`src/rtl/writeback_regfile_pkg.sv`:
```
// Shared widths and FSM encoding for the writeback stage.
//   WORD  : data word width in bits
//   W_RD  : register-number width; the file holds 2**W_RD entries
//   W_RET : retired-instruction counter width
package writeback_regfile_pkg;

  localparam int unsigned WORD  = 16;
  localparam int unsigned W_RD  = 3;
  localparam int unsigned W_RET = 16;
  localparam int unsigned NREGS = 2 ** W_RD;

  typedef enum logic {
    ST_RUN  = 1'b0,
    ST_HALT = 1'b1
  } wb_state_e;

endpackage

```
`src/rtl/regfile_2r1w.sv`:
```
// Architectural register file: one write port, two combinational read ports with
// write-through bypass so a value being written this cycle is seen by decode at once.
// Ports:
//   clk, rst           : clock, asynchronous active-low reset (clears every entry)
//   we_i/waddr_i/wdata_i : write port, committed at posedge
//   raddr1_i/rdata1_o  : read port 1
//   raddr2_i/rdata2_o  : read port 2
// Build option: define WB_ZERO_REG_EN to hardwire register 0 to zero.
module regfile_2r1w
  import writeback_regfile_pkg::*;
(
  input  logic            clk,
  input  logic            rst,
  input  logic            we_i,
  input  logic [W_RD-1:0] waddr_i,
  input  logic [WORD-1:0] wdata_i,
  input  logic [W_RD-1:0] raddr1_i,
  output logic [WORD-1:0] rdata1_o,
  input  logic [W_RD-1:0] raddr2_i,
  output logic [WORD-1:0] rdata2_o
);

  logic [WORD-1:0] regs_q [NREGS];
  logic            we_eff;

`ifdef WB_ZERO_REG_EN
  // Writes to register 0 are dropped; the entry therefore stays at its reset value.
  assign we_eff = we_i & (waddr_i != '0);
`else
  assign we_eff = we_i;
`endif

  always_ff @(posedge clk or negedge rst) begin
    if (!rst) begin
      for (int i = 0; i < NREGS; i++) begin
        regs_q[i] <= '0;
      end
    end else if (we_eff) begin
      regs_q[waddr_i] <= wdata_i;
    end
  end

  // we_eff already excludes index 0 when the zero register is enabled, so bypass
  // can never return non-zero data for it.
  always_comb begin
    rdata1_o = regs_q[raddr1_i];
    if (we_eff && (waddr_i == raddr1_i)) begin
      rdata1_o = wdata_i;
    end
  end

  always_comb begin
    rdata2_o = regs_q[raddr2_i];
    if (we_eff && (waddr_i == raddr2_i)) begin
      rdata2_o = wdata_i;
    end
  end

endmodule

```
`src/rtl/writeback_regfile.sv`:
```
// Writeback stage: commits execute results into the register file, serves two
// bypassed read ports to decode, owns the debug halt (stall back to execute) and
// counts retired instructions.
// Ports:
//   clk, rst                   : clock, asynchronous active-low reset
//   v_i, rd_num_i, wb_i, rd_data_i : execute result (valid, dest, write-enable, data)
//   stall_o                    : hold execute pipeline registers (high in HALT)
//   rs1/rs2_num_i, rs1/rs2_data_o : decode read ports
//   halt_req_i, resume_i       : debug halt request (level) and resume
//   halted_o                   : high in HALT
//   retired_o                  : wrapping count of accepted instructions
// Build option: WB_ZERO_REG_EN hardwires register 0 to zero (see regfile_2r1w).
module writeback_regfile
  import writeback_regfile_pkg::*;
(
  input  logic             clk,
  input  logic             rst,
  input  logic             v_i,
  input  logic [W_RD-1:0]  rd_num_i,
  input  logic             wb_i,
  input  logic [WORD-1:0]  rd_data_i,
  output logic             stall_o,
  input  logic [W_RD-1:0]  rs1_num_i,
  input  logic [W_RD-1:0]  rs2_num_i,
  output logic [WORD-1:0]  rs1_data_o,
  output logic [WORD-1:0]  rs2_data_o,
  input  logic             halt_req_i,
  input  logic             resume_i,
  output logic             halted_o,
  output logic [W_RET-1:0] retired_o
);

  wb_state_e        state_q, state_d;
  logic [W_RET-1:0] retired_q;
  logic             accept;

  always_ff @(posedge clk or negedge rst) begin
    if (!rst) begin
      state_q <= ST_RUN;
    end else begin
      state_q <= state_d;
    end
  end

  // Halt request wins over a simultaneous resume.
  always_comb begin
    state_d = state_q;
    unique case (state_q)
      ST_RUN:  if (halt_req_i) state_d = ST_HALT;
      ST_HALT: if (resume_i && !halt_req_i) state_d = ST_RUN;
      default: state_d = ST_RUN;
    endcase
  end

  // Accepting depends only on the registered state, so the result presented in the
  // cycle halt_req_i rises still retires.
  assign accept   = v_i & (state_q == ST_RUN);
  assign stall_o  = (state_q == ST_HALT);
  assign halted_o = stall_o;

  always_ff @(posedge clk or negedge rst) begin
    if (!rst) begin
      retired_q <= '0;
    end else if (accept) begin
      retired_q <= retired_q + W_RET'(1);
    end
  end

  assign retired_o = retired_q;

  regfile_2r1w u_regfile (
    .clk      (clk),
    .rst      (rst),
    .we_i     (accept & wb_i),
    .waddr_i  (rd_num_i),
    .wdata_i  (rd_data_i),
    .raddr1_i (rs1_num_i),
    .rdata1_o (rs1_data_o),
    .raddr2_i (rs2_num_i),
    .rdata2_o (rs2_data_o)
  );

endmodule

```
`config.mk`:
```
export PLATFORM = sky130hd
export DESIGN_NAME = writeback_regfile
export DESIGN_NICKNAME = d
export VERILOG_FILES = /design/src/rtl/writeback_regfile_pkg.sv /design/src/rtl/regfile_2r1w.sv /design/src/rtl/writeback_regfile.sv
export SDC_FILE = /design/constraint.sdc
export NUM_CORES = 1
export LEC_CHECK = 0
export ABC_AREA = 1
export BUFFER_PORTS_ARGS = -buffer_cell sky130_fd_sc_hd__buf_4
export CORE_AREA = 2 2 130 132
export CTS_CLUSTER_DIAMETER = 40
export DETAILED_ROUTE_END_ITERATION = 7
export DIE_AREA = 0 0 132 134
export GPL_TIMING_DRIVEN = 0
export MAX_ROUTING_LAYER = met4
export PLACE_DENSITY = 0.77
export SYNTH_ARGS = -nofsm -noshare
export SYNTH_HDL_FRONTEND = slang
export SYNTH_SLANG_ARGS = --single-unit
```
`constraint.sdc`:
```
create_clock -name clk -period 1.2 [get_ports clk]
set_clock_uncertainty 0.05 [all_clocks]
set_input_delay 0.12 -clock clk [delete_from_list [all_inputs] [get_ports clk]]
set_output_delay 0.12 -clock clk [all_outputs]
set_load 0.05 [all_outputs]
```
==> results of run 1 <==
==> cell families (layout without fill, tap and decap cells) <==
| group | after synthesis | after routing | share of synthesized area |
|---|---|---|---|
| and+or+nand+nor | 777 | 777 | 0.3762 |
| buffers and inverters | 250 | 419 | 0.1200 |
| DFF | 145 | 145 | 0.4172 |
| AOI/OAI and AO/OA | 130 | 130 | 0.07510 |
| xor gates and xnor gates | 10 | 10 | 0.01007 |
| adders and majority gates | 1 | 1 | 0.001438 |
==> Yosys cell counts <==
master	n
nand3_1	229
buf_6	2
xnor2_1	2
inv_1	148
buf_2	63
nor2_1	40
o21bai_1	1
nor2_2	3
dfrtp_1	145
nor2_4	5
ha_1	1
nand4_1	2
clkbuf_1	20
nand2_1	493
inv_2	9
xor2_1	8
a21oi_1	16
buf_4	3
nand3b_1	1
nand2_4	1
o21ai_0	109
buf_1	5
nand2_2	3
o21ai_1	4
==> power by group through the flow <==
stage | sequential (uW) | combinational, uW | clock, uW
after detailed placement | 6430 | 5330 | 0
after CTS | 6350 | 5960 | 5590
after floorplan | 6660 | 3620 | 0
after global placement | 6400 | 5220 | 0
after global routing | 6480 | 6970 | 5790
final | 6390 | 6520 | 5650
==> per-stage QoR <==
step | utilization | instance area, um^2 | hold slack (ns)
after global placement | 0.6120 | 9968 | 0.2588
final | 0.7796 | 12700 | 0.02230
after floorplan | - | 9243 | -0.2256
after global routing | 0.7796 | 12700 | 0.03200
after CTS | 0.7297 | 11890 | 0.0009425
after detailed placement | 0.6139 | 10000 | 0.1416
==> worst min-delay path by stage <==
stage	endpoint	from	cells after the start	slack, ns
after floorplan	halted_o$_DFF_PN0_	rst	0	-0.23
after global placement	halted_o$_DFF_PN0_	resume_i	2	0.26
after detailed placement	u_regfile.regs_q[17]$_DFFE_PN0P_	rst	1	0.14
after CTS	u_regfile.regs_q[106]$_DFFE_PN0P_	rd_data_i[10]	3	0.0009
after global routing	u_regfile.regs_q[29]$_DFFE_PN0P_	rd_data_i[13]	3	0.03
final	u_regfile.regs_q[29]$_DFFE_PN0P_	rd_data_i[13]	3	0.02
==> state kept, by name, summed over array words and instances (netlist names) <==
signal and flops:
halted_o 1, retired_o 16, u_regfile.regs_q 128
==> layer usage <==
metal / up-vias / track usage
met5: - / -
met4: 0 / 0.1981
met3: 261 / 0.09108
met2: 845 / 0.6042
met1: 4712 / 0.4759
li1: 4429 / -
==> area by class of cell <==
class                   instances  area, um^2  share of cell area
multi-input cells             918        5019              0.3952
flip-flops and latches        145        3649              0.2873
repair buffers                141        1812              0.1427
plain buffers                  91       735.7             0.05794
inverters                     157       606.8             0.04779
clock buffers                  22       474.2             0.03734
well taps                     220       275.3             0.02168
clock inverters                 8       127.6             0.01005
==> what timing repair did <==
action | 4_1_cts | 5_1_grt
cloned | 19 | 5
pin swaps | 21 | 38
endpoints found under the setup margin | 188 | 263
gates resized for setup | 190 | 188
hold buffers | 9 | 0
buffers inserted | 31 | 19
hold endpoints to repair | 91 | 0
==> worst max-delay path, stage by stage, from the launching register on <==
cell     delay, ns
dfrtp_2       0.41
inv_2         0.08
nand2_4       0.07
inv_4         0.06
nand2_4       0.07
nor2_4        0.13
nand2_4       0.12
inv_8         0.13
buf_8         0.13
nand2_2       0.07
nand2_4       0.09
buf_8         0.14
==> out/summary.txt, run 1 <==
Pins Over Slew Limit -> 0
HPWL Detailed -> 20700 um
endpoints failing setup -> 184
sequential-to-total area share from yosys stat -> 0.4172
Slew headroom -> 0.3808
initial antenna violation count -> 0
Tcrit/Tclk final -> 1.775
root buffer cell -> clkbuf_16
Gate Count Post-Synth -> 1313
H-tree level count -> 4
n_diodes -> 0
grt ovf -> 0
critical-path maximum fanout -> 6
met2 WL -> 16140 um
PD cells -> 1462 mW/mm^2
Hold Fails Final Rpt -> 0
Mean Syn Cell Area -> 6.624 um^2
synth unique cells -> 24
Worst VDD drop -> 1148 uV
final cell count without fillers -> 1702
Critical Path End Type -> output pin
Yosys top cell by area -> dfrtp_1
core area -> 0.01629 mm^2
placed cell count -> 1594
power share of the clock group -> 0.304
starting density of the core -> 0.5339
status -> complete, but fails checks
cts bufs inserted -> 17
DRT Pass-1 Iters -> 8
WL met3 -> 4103 um
min-delay worst type -> in -> reg
pin count of the biggest net entering global routing -> 74
WL final -> 35550 um
synthesis-to-finish area growth -> 46.01%
worst slew pin tran -> 0.9288 ns
Max Used Layer -> met4
violated checks -> design-rule violations, negative setup slack
clock slew at reported path FFs -> 0.06 ns
first-pass GRT wire length -> 51360 um
DIE AREA -> 0.01769 mm^2
Reg2Reg Capture Point -> u_regfile.regs_q[12]$_DFFE_PN0P_
# fillers -> 1097
Max Cap Viol -> 0
Via density -> 6.021
# rows -> 47
Switching Share -> 0.3711
Die X -> 132 um
combinational cell fraction of total power -> 0.351
worst slack at placement -> -0.6541 ns
Clock Path Buffers -> 2
Setup crit start kind -> register
main area contributors after synthesis -> dfrtp_1 42%, nand2_1 21%, nand3_1 13%
sequential share of power -> 0.344
Clock Latency Late Sink -> 0.43 ns
DR vias -> 10250
mapped cell area -> 0.008697 mm^2
average wire per standard cell -> 20.89 um
CP arrival -> 1.96 ns
leading cell type in the layout, fill and taps excluded -> nand2_1
vias in the first global route -> 9359
Critical R2R Launch -> halted_o$_DFF_PN0_
Worst Reg-to-Reg Cells -> 11
Total Routing Usage GR -> 0.3884
most frequent cells in the layout -> 391 x nand2_1, 214 x nand3_1, 147 x inv_1
CTS tree -> yes
internal power -> 11670 uW
fin nets -> 1503
CP required -> 1.03 ns
TritonCTS Sinks -> 145
Placer Congestion -> 0.9310
Power, Total -> 18560 uW
Pleak -> 0.006248 uW
antenna viol nets, final -> 0
warnings from Yosys -> 0
die height -> 134 um
Reg2Reg Setup Slack -> -0.78 ns
port bufs -> 60
Post-Syn Nets -> 1345
end of the critical path -> rs2_data_o[7]
net load switching power -> 6889 uW
Metal-1 WL -> 12840 um
Top Ports -> 81
RSZ-0062 raised after global routing -> yes
DRT iter0 DRCs -> 1477
CP startpoint -> halted_o$_DFF_PN0_
post-route setup TNS -> -122.62 ns
Final WS setup -> -0.9297 ns
area share of the leading cell type in the synthesized netlist -> 0.4172
DR DRC count -> 11
Peak Freq -> 469.5 MHz
crit path time final -> 2.130 ns
Setup CP Type -> reg -> out
share of layout cells above drive strength 1 -> 0.2989
post-synthesis register bit count -> 145
No activity file was read; power rests on OpenSTA's default activity.
==> run 2, diff against run 1 <==
--- a/config.mk
+++ b/config.mk
@@ -5,12 +5,11 @@
 export SDC_FILE = /design/constraint.sdc
 export NUM_CORES = 1
 export LEC_CHECK = 0
-export ABC_AREA = 1
 export BUFFER_PORTS_ARGS = -buffer_cell sky130_fd_sc_hd__buf_4
-export CORE_AREA = 2 2 130 132
+export CORE_AREA = 2 2 125 127
 export CTS_CLUSTER_DIAMETER = 40
 export DETAILED_ROUTE_END_ITERATION = 7
-export DIE_AREA = 0 0 132 134
+export DIE_AREA = 0 0 127 129
 export GPL_TIMING_DRIVEN = 0
 export MAX_ROUTING_LAYER = met4
 export PLACE_DENSITY = 0.77
==> out/summary.txt, run 2 <==
n_diodes -> 0 (unchanged)
Most flops, register -> u_regfile.regs_q
endpoints failing setup -> 179 (-2.7%)
Clock Latency Late Sink -> 0.42 ns (about the same)
sequential share of power -> 0.378 (+0.034)
RSZ-0062 raised after global routing -> yes
antenna viol nets, final -> 0 (unchanged)
area share of the leading cell type in the synthesized netlist -> 0.4564 (+0.03920)
DR vias -> 5719 (-44%)
largest family of logic cells by synthesized area -> multiplexers
die height -> 129 um (-3.7%)
Gate Count Post-Synth -> 551 (-58%)
Top Ports -> 81 (unchanged)
status -> complete, but fails checks
Pins Over Slew Limit -> 0 (unchanged)
DRT iter0 DRCs -> 503 (-66%)
DRT Pass-1 Iters -> 5 (-3)
root buffer cell -> clkbuf_16
first-pass GRT wire length -> 36300 um (-29%)
critical-path maximum fanout -> 6 (unchanged)
main area contributors after synthesis -> dfrtp_1 46%, mux4_2 18%, mux2_2 17%
Setup CP Type -> reg -> out
synth cell count leaders -> 145 x dfrtp_1, 119 x mux2_2, 64 x mux4_2
Synth Area in Simple Gates -> 0.04895 (-0.3273)
Final WS setup -> -1.029 ns (-0.09962 ns)
Worst VDD drop -> 1405 uV (+22%)
Total Routing Usage GR -> 0.3117 (-0.07674)
Pleak -> 0.004895 uW (-22%)
Yosys top cell by area -> dfrtp_1
Critical Path End Type -> output pin
starting density of the core -> 0.5308 (-0.003085)
# rows -> 45 (-4.3%)
power share of the clock group -> 0.306 (+0.002)
warnings from Yosys -> 0 (unchanged)
Synth Area in Compound Gates -> 0.02109 (-0.05401)
Via density -> 6.469 (+7.5%)
# fillers -> 897 (-18%)
Setup crit start kind -> register
crit path time final -> 2.229 ns (+0.09962 ns)
Max Cap Viol -> 0 (unchanged)
Switching Share -> 0.3214 (-0.04975)
combinational cell fraction of total power -> 0.316 (-0.035)
Tcrit/Tclk final -> 1.858 (+0.08302)
sequential-to-total area share from yosys stat -> 0.4564 (+0.03920)
PD cells -> 1541 mW/mm^2 (+5.4%)
WL final -> 24260 um (-32%)
Power, Total -> 17060 uW (-8.1%)
Mean Syn Cell Area -> 14.43 um^2 (+120%)
Post-DP Area -> 0.009079 mm^2 (-9.2%)
vias in the first global route -> 6097 (-35%)
average wire per standard cell -> 27.45 um (+31%)
Post-synth EDFFs -> 0 (unchanged)
most common cell in the synthesized netlist -> dfrtp_1
Hold Fails Final Rpt -> 0 (unchanged)
cts bufs inserted -> 17 (unchanged)
internal power -> 11580 uW (-0.81%)
synthesis-to-finish area growth -> 39.28%
Slew headroom -> 0.2855 (-0.09533)
DR DRC count -> 0 (-11)
mapped cell area -> 0.007950 mm^2 (-8.6%)
DIE AREA -> 0.01638 mm^2 (-7.4%)
grt ovf -> 0 (unchanged)
synth unique cells -> 35 (+46%)
XOR/XNOR Fraction of Synth Area -> 0.02314 (+0.01306)
core area -> 0.01498 mm^2 (-8.1%)
post-synthesis register bit count -> 145 (unchanged)
Clock Path Buffers -> 2 (unchanged)
most frequent cells in the layout -> 132 x dfrtp_1, 94 x mux2_2, 72 x buf_6
Post-Syn Nets -> 583 (-57%)
HPWL Detailed -> 13340 um (-36%)
Synth Flop Type -> dfrtp_1
post-synthesis mux area share -> 0.4090 (+0.4090)
CP required -> 1.03 ns (about the same)
share of layout cells above drive strength 1 -> 0.6624 (+0.3634)
pin count of the biggest net entering global routing -> 89 (+20%)
net load switching power -> 5483 uW (-20%)
leading cell type in the layout, fill and taps excluded -> dfrtp_1
violated checks -> negative setup slack
max reg flops -> 128 (unchanged)
initial antenna violation count -> 0 (unchanged)
port bufs -> 55 (-8.3%)
TritonCTS Sinks -> 145 (unchanged)
Placer Congestion -> 0.8036 (-14%)
CP arrival -> 2.06 ns (+0.10 ns)
min-delay worst type -> in -> reg
H-tree level count -> 4 (unchanged)
Die X -> 127 um (-3.8%)
CTS tree -> yes
fin area -> 0.01107 mm^2 (-13%)
Peak Freq -> 448.6 MHz (-4.5%)
clock slew at reported path FFs -> 0.06 ns (about the same)
Post-synth ARST share -> 1.000 (unchanged)
adder-cell share of the synthesized area -> 0.001574 (+0.0001352)
fin nets -> 716 (-52%)
worst slew pin tran -> 1.072 ns (+0.1430 ns)
## run 2: power by group through the flow
stage / logic, uW / registers (uW) / clock network [uW]
CTS: 5250 / 6400 / 5230
finish: 5390 / 6460 / 5220
global placement: 4670 / 6340 / 0
detailed placement: 4800 / 6450 / 0
global route: 5620 / 6540 / 5470
floorplan: 3420 / 6540 / 0
## run 2: worst paths after layout
kind / to / slack [ns] / from / cells past startpoint
max: rs1_data_o[11] / -1.03 / halted_o$_DFF_PN0_ / 7
max in group asynchronous: u_regfile.regs_q[47]$_DFFE_PN0P_ / 0.13 / rst / 3
min in group asynchronous: u_regfile.regs_q[119]$_DFFE_PN0P_ / 0.16 / rst / 2
min: retired_o[1]$_DFFE_PN0P_ / 0.11 / v_i / 3
min reg2reg: retired_o[6]$_DFFE_PN0P_ / 0.44 / retired_o[6]$_DFFE_PN0P_ / 1
max reg2reg: u_regfile.regs_q[27]$_DFFE_PN0P_ / -1.01 / halted_o$_DFF_PN0_ / 10
## run 2: logic make-up (layout without fill, tap and decap cells)
logic type	after synthesis	count (layout)
AO/OA/AOI/OAI	33	33
flip-flops	145	145
buffers and inverters	57	202
multiplexers	225	225
adder cells (fa/ha/maj)	1	1
AND/OR/NAND/NOR	69	69
XOR/XNOR	21	21
## run 2: through the flow
stage               worst slack (ns)  hold WS (ns)  utilization  std cells  setup TNS (ns)
finish                        -1.029        0.1099       0.7393        884         -133.56
global route                  -1.074        0.1098       0.7393        884         -142.22
CTS                          -0.9537       0.08972       0.7171        868         -113.57
detailed placement            -1.118       0.08115       0.6062        795         -133.14
global placement              -1.087        0.2489       0.6041        794         -218.69
floorplan                    -0.7720       -0.2256            -        551         -103.33
## run 2: area by class of cell
type	count	area, um^2	share of cell area
plain buffers	55	470.5	0.04249
clock buffers	24	481.7	0.04350
clock inverters	7	85.08	0.007684
inverters	1	3.754	0.0003390
multi-input cells	349	4777	0.4314
flip-flops and latches	145	3645	0.3292
well taps	188	235.2	0.02124
repair buffers	115	1375	0.1242
## run 2: metal layers
layer,global-route usage,wire [um],vias to the layer above
met4,0.1086,668,0
li1,-,-,2340
met5,-,0,-
met1,0.4014,9769,3055
met2,0.4959,12310,263
met3,0.06819,1515,61
## run 2: timing repair
| item | 4_1_cts | 5_1_grt |
|---|---|---|
| hold buffers | 3 | 0 |
| pin swaps | 11 | 13 |
| cloned | 9 | 2 |
| hold endpoints to repair | 58 | 0 |
| endpoints found under the setup margin | 190 | 282 |
| setup buffers | 30 | 16 |
| resized for setup | 175 | 39 |
## run 2: critical path, cell delays in order (launching register included)
cell and delay (ns):
dfrtp_2 0.40, and3b_1 0.23, buf_6 0.13, nand4_1 0.13, buf_6 0.19, clkbuf_16 0.19
a21oi_4 0.18, buf_6 0.18
==> run 3, diff against run 2 <==
--- a/config.mk
+++ b/config.mk
@@ -5,14 +5,15 @@
 export SDC_FILE = /design/constraint.sdc
 export NUM_CORES = 1
 export LEC_CHECK = 0
+export ABC_CLOCK_PERIOD_IN_PS = 1200
 export BUFFER_PORTS_ARGS = -buffer_cell sky130_fd_sc_hd__buf_4
-export CORE_AREA = 2 2 125 127
+export CORE_AREA = 10 10 138 140
 export CTS_CLUSTER_DIAMETER = 40
 export DETAILED_ROUTE_END_ITERATION = 7
-export DIE_AREA = 0 0 127 129
+export DIE_AREA = 0 0 148 150
 export GPL_TIMING_DRIVEN = 0
 export MAX_ROUTING_LAYER = met4
-export PLACE_DENSITY = 0.77
+export PLACE_DENSITY = 0.72
 export SYNTH_ARGS = -nofsm -noshare
 export SYNTH_HDL_FRONTEND = slang
 export SYNTH_SLANG_ARGS = --single-unit
==> out/summary.txt, run 3 (synthesis results as in run 2) <==
status -> complete, but fails checks
violated checks -> negative setup slack
Via density -> 6.209 (-4.0%)
first-pass GRT wire length -> 37710 um (+3.9%)
DR vias -> 5687 (-0.56%)
Die X -> 148 um (+17%)
average wire per standard cell -> 27.62 um (+0.62%)
CP arrival -> 2.48 ns (+0.42 ns)
CP startpoint -> halted_o$_DFF_PN0_
Hold Path Sink -> retired_o[1]$_DFFE_PN0P_
CP required -> 1.46 ns (+0.43 ns)
root buffer cell -> clkbuf_16
DIE AREA -> 0.02220 mm^2 (+36%)
port bufs -> 55 (unchanged)
# rows -> 47 (+4.4%)
HPWL Detailed -> 14230 um (+6.7%)
DRT Pass-1 Iters -> 7 (+2)
WHS -> 0.09303 ns (-0.01688 ns)
Placer Congestion -> 0.7788 (-3.1%)
DR DRC count -> 0 (unchanged)
Peak Freq -> 450.5 MHz (+0.43%)
share of layout cells above drive strength 1 -> 0.6652 (+0.002874)
antenna viol nets, final -> 0 (unchanged)
H-tree level count -> 4 (unchanged)
Setup CP Type -> reg -> reg
hold_sp -> v_i
PD cells -> 1552 mW/mm^2 (+0.71%)
RSZ-0062 raised after global routing -> yes
DRT iter0 DRCs -> 365 (-27%)
Top Ports -> 81 (unchanged)
Reg2Reg Capture Point -> u_regfile.regs_q[87]$_DFFE_PN0P_
critical-path maximum fanout -> 5 (-1)
placed cell count -> 827 (+4.0%)
clock slew at reported path FFs -> 0.06 ns (about the same)
Worst VDD drop -> 1203 uV (-14%)
worst slack at placement -> -1.135 ns (-0.01686 ns)
grt ovf -> 0 (unchanged)
fin nets -> 715 (-0.14%)
cts bufs inserted -> 17 (unchanged)
Pins Over Slew Limit -> 0 (unchanged)
most frequent cells in the layout -> 132 x dfrtp_1, 70 x buf_6, 68 x mux2_2
initial antenna violation count -> 0 (unchanged)
Final WS setup -> -1.020 ns (+0.009450 ns)
CTS tree -> yes
core area -> 0.01635 mm^2 (+9.2%)
n_diodes -> 0 (unchanged)
endpoints failing setup -> 184 (+2.8%)
Pleak -> 0.004954 uW (+1.2%)
Total Routing Usage GR -> 0.2322 (-0.07945)
synthesis-to-finish area growth -> 41.39%
final cell count without fillers -> 916 (+3.6%)
Tcrit/Tclk final -> 1.850 (-0.007875)
Clock Path Buffers -> 2 (unchanged)
Worst Reg-to-Reg Cells -> 10 (unchanged)
Critical Path End Type -> register
max reg flops -> 128 (unchanged)
post-layout util -> 0.6876 (-0.05176)
leading cell type in the layout, fill and taps excluded -> dfrtp_1
crit path time final -> 2.220 ns (-0.009450 ns)
die height -> 150 um (+16%)
min-delay worst type -> in -> reg
Reg2Reg Setup Slack -> -1.02 ns (about the same)
Most flops, register -> u_regfile.regs_q
pin count of the biggest net entering global routing -> 105 (+18%)
WL final -> 25300 um (+4.3%)
Clock Latency Late Sink -> 0.43 ns (about the same)
Hold Fails Final Rpt -> 0 (unchanged)
vias in the first global route -> 6331 (+3.8%)
starting density of the core -> 0.4863 (-0.04453)
worst slew pin tran -> 1.048 ns (-0.02340 ns)
Slew headroom -> 0.3011 (+0.01560)
Critical R2R Launch -> halted_o$_DFF_PN0_
# fillers -> 1073 (+20%)
Max Cap Viol -> 0 (unchanged)
Hold Crit Depth -> 3 (unchanged)
Setup crit start kind -> register
TritonCTS Sinks -> 145 (unchanged)
[run 3: repair_timing]
action,in CTS,in global routing
hold buffers,3,0
buffers inserted,32,14
setup endpoints to repair,190,293
pin swaps,10,16
hold endpoints to repair,42,0
cloned,8,2
resized for setup,202,45
[run 3: layout make-up]
| class | count | area [um^2] | area share |
|---|---|---|---|
| Sequential cell | 145 | 3645 | 0.3242 |
| Timing Repair Buffer | 114 | 1354 | 0.1204 |
| Inverter | 1 | 3.754 | 0.0003339 |
| Buffer | 55 | 493.0 | 0.04386 |
| Tap cell | 220 | 275.3 | 0.02449 |
| Clock inverter | 9 | 103.9 | 0.009239 |
| Clock buffer | 23 | 498.0 | 0.04430 |
| Multi-Input combinational cell | 349 | 4868 | 0.4331 |
[run 3: worst max path at each step]
stage | end | slack (ns) | cells past startpoint
after floorplan | u_regfile.regs_q[18]$_DFFE_PN0P_ | -0.77 | 7
after global placement | rs2_data_o[4] | -1.08 | 6
after detailed placement | rs2_data_o[7] | -1.13 | 6
after CTS | rs2_data_o[5] | -0.95 | 7
after global routing | rs2_data_o[2] | -1.06 | 8
final | u_regfile.regs_q[87]$_DFFE_PN0P_ | -1.02 | 10
[run 3: metal layers]
layer | track usage | vias to the layer above | part of all wire | routed length (um)
li1 | - | 2333 | - | -
met1 | 0.2784 | 3002 | 0.39 | 9838
met2 | 0.3710 | 264 | 0.51 | 12820
met3 | 0.04620 | 88 | 0.065 | 1648
met4 | 0.1120 | 0 | 0.039 | 986
met5 | - | - | 0 | 0
[run 3: where the power goes]
part	internal (uW)	switching (uW)
registers	5740	720
logic	2740	2770
clock network	3330	2140
[run 3: worst max-delay path: stages (launching register included)]
cell and delay (ns):
dfrtp_2 0.40, and3b_1 0.23, buf_6 0.11, buf_4 0.12, buf_6 0.10, nor2b_4 0.19
buf_6 0.12, buf_4 0.12, nand3b_4 0.16, clkbuf_16 0.23, mux2_2 0.27
[run 3: per-stage QoR]
| stage | TNS [ns] | area [um^2] | total power [uW] |
|---|---|---|---|
| final | -142.35 | 11240 | 17440 |
| after detailed placement | -134.73 | 9119 | 11300 |
| after CTS | -127.82 | 10970 | 17220 |
| after global routing | -148.68 | 11240 | 18040 |
| after global placement | -218.93 | 9087 | 11040 |
| after floorplan | -103.33 | 8399 | 9963 |
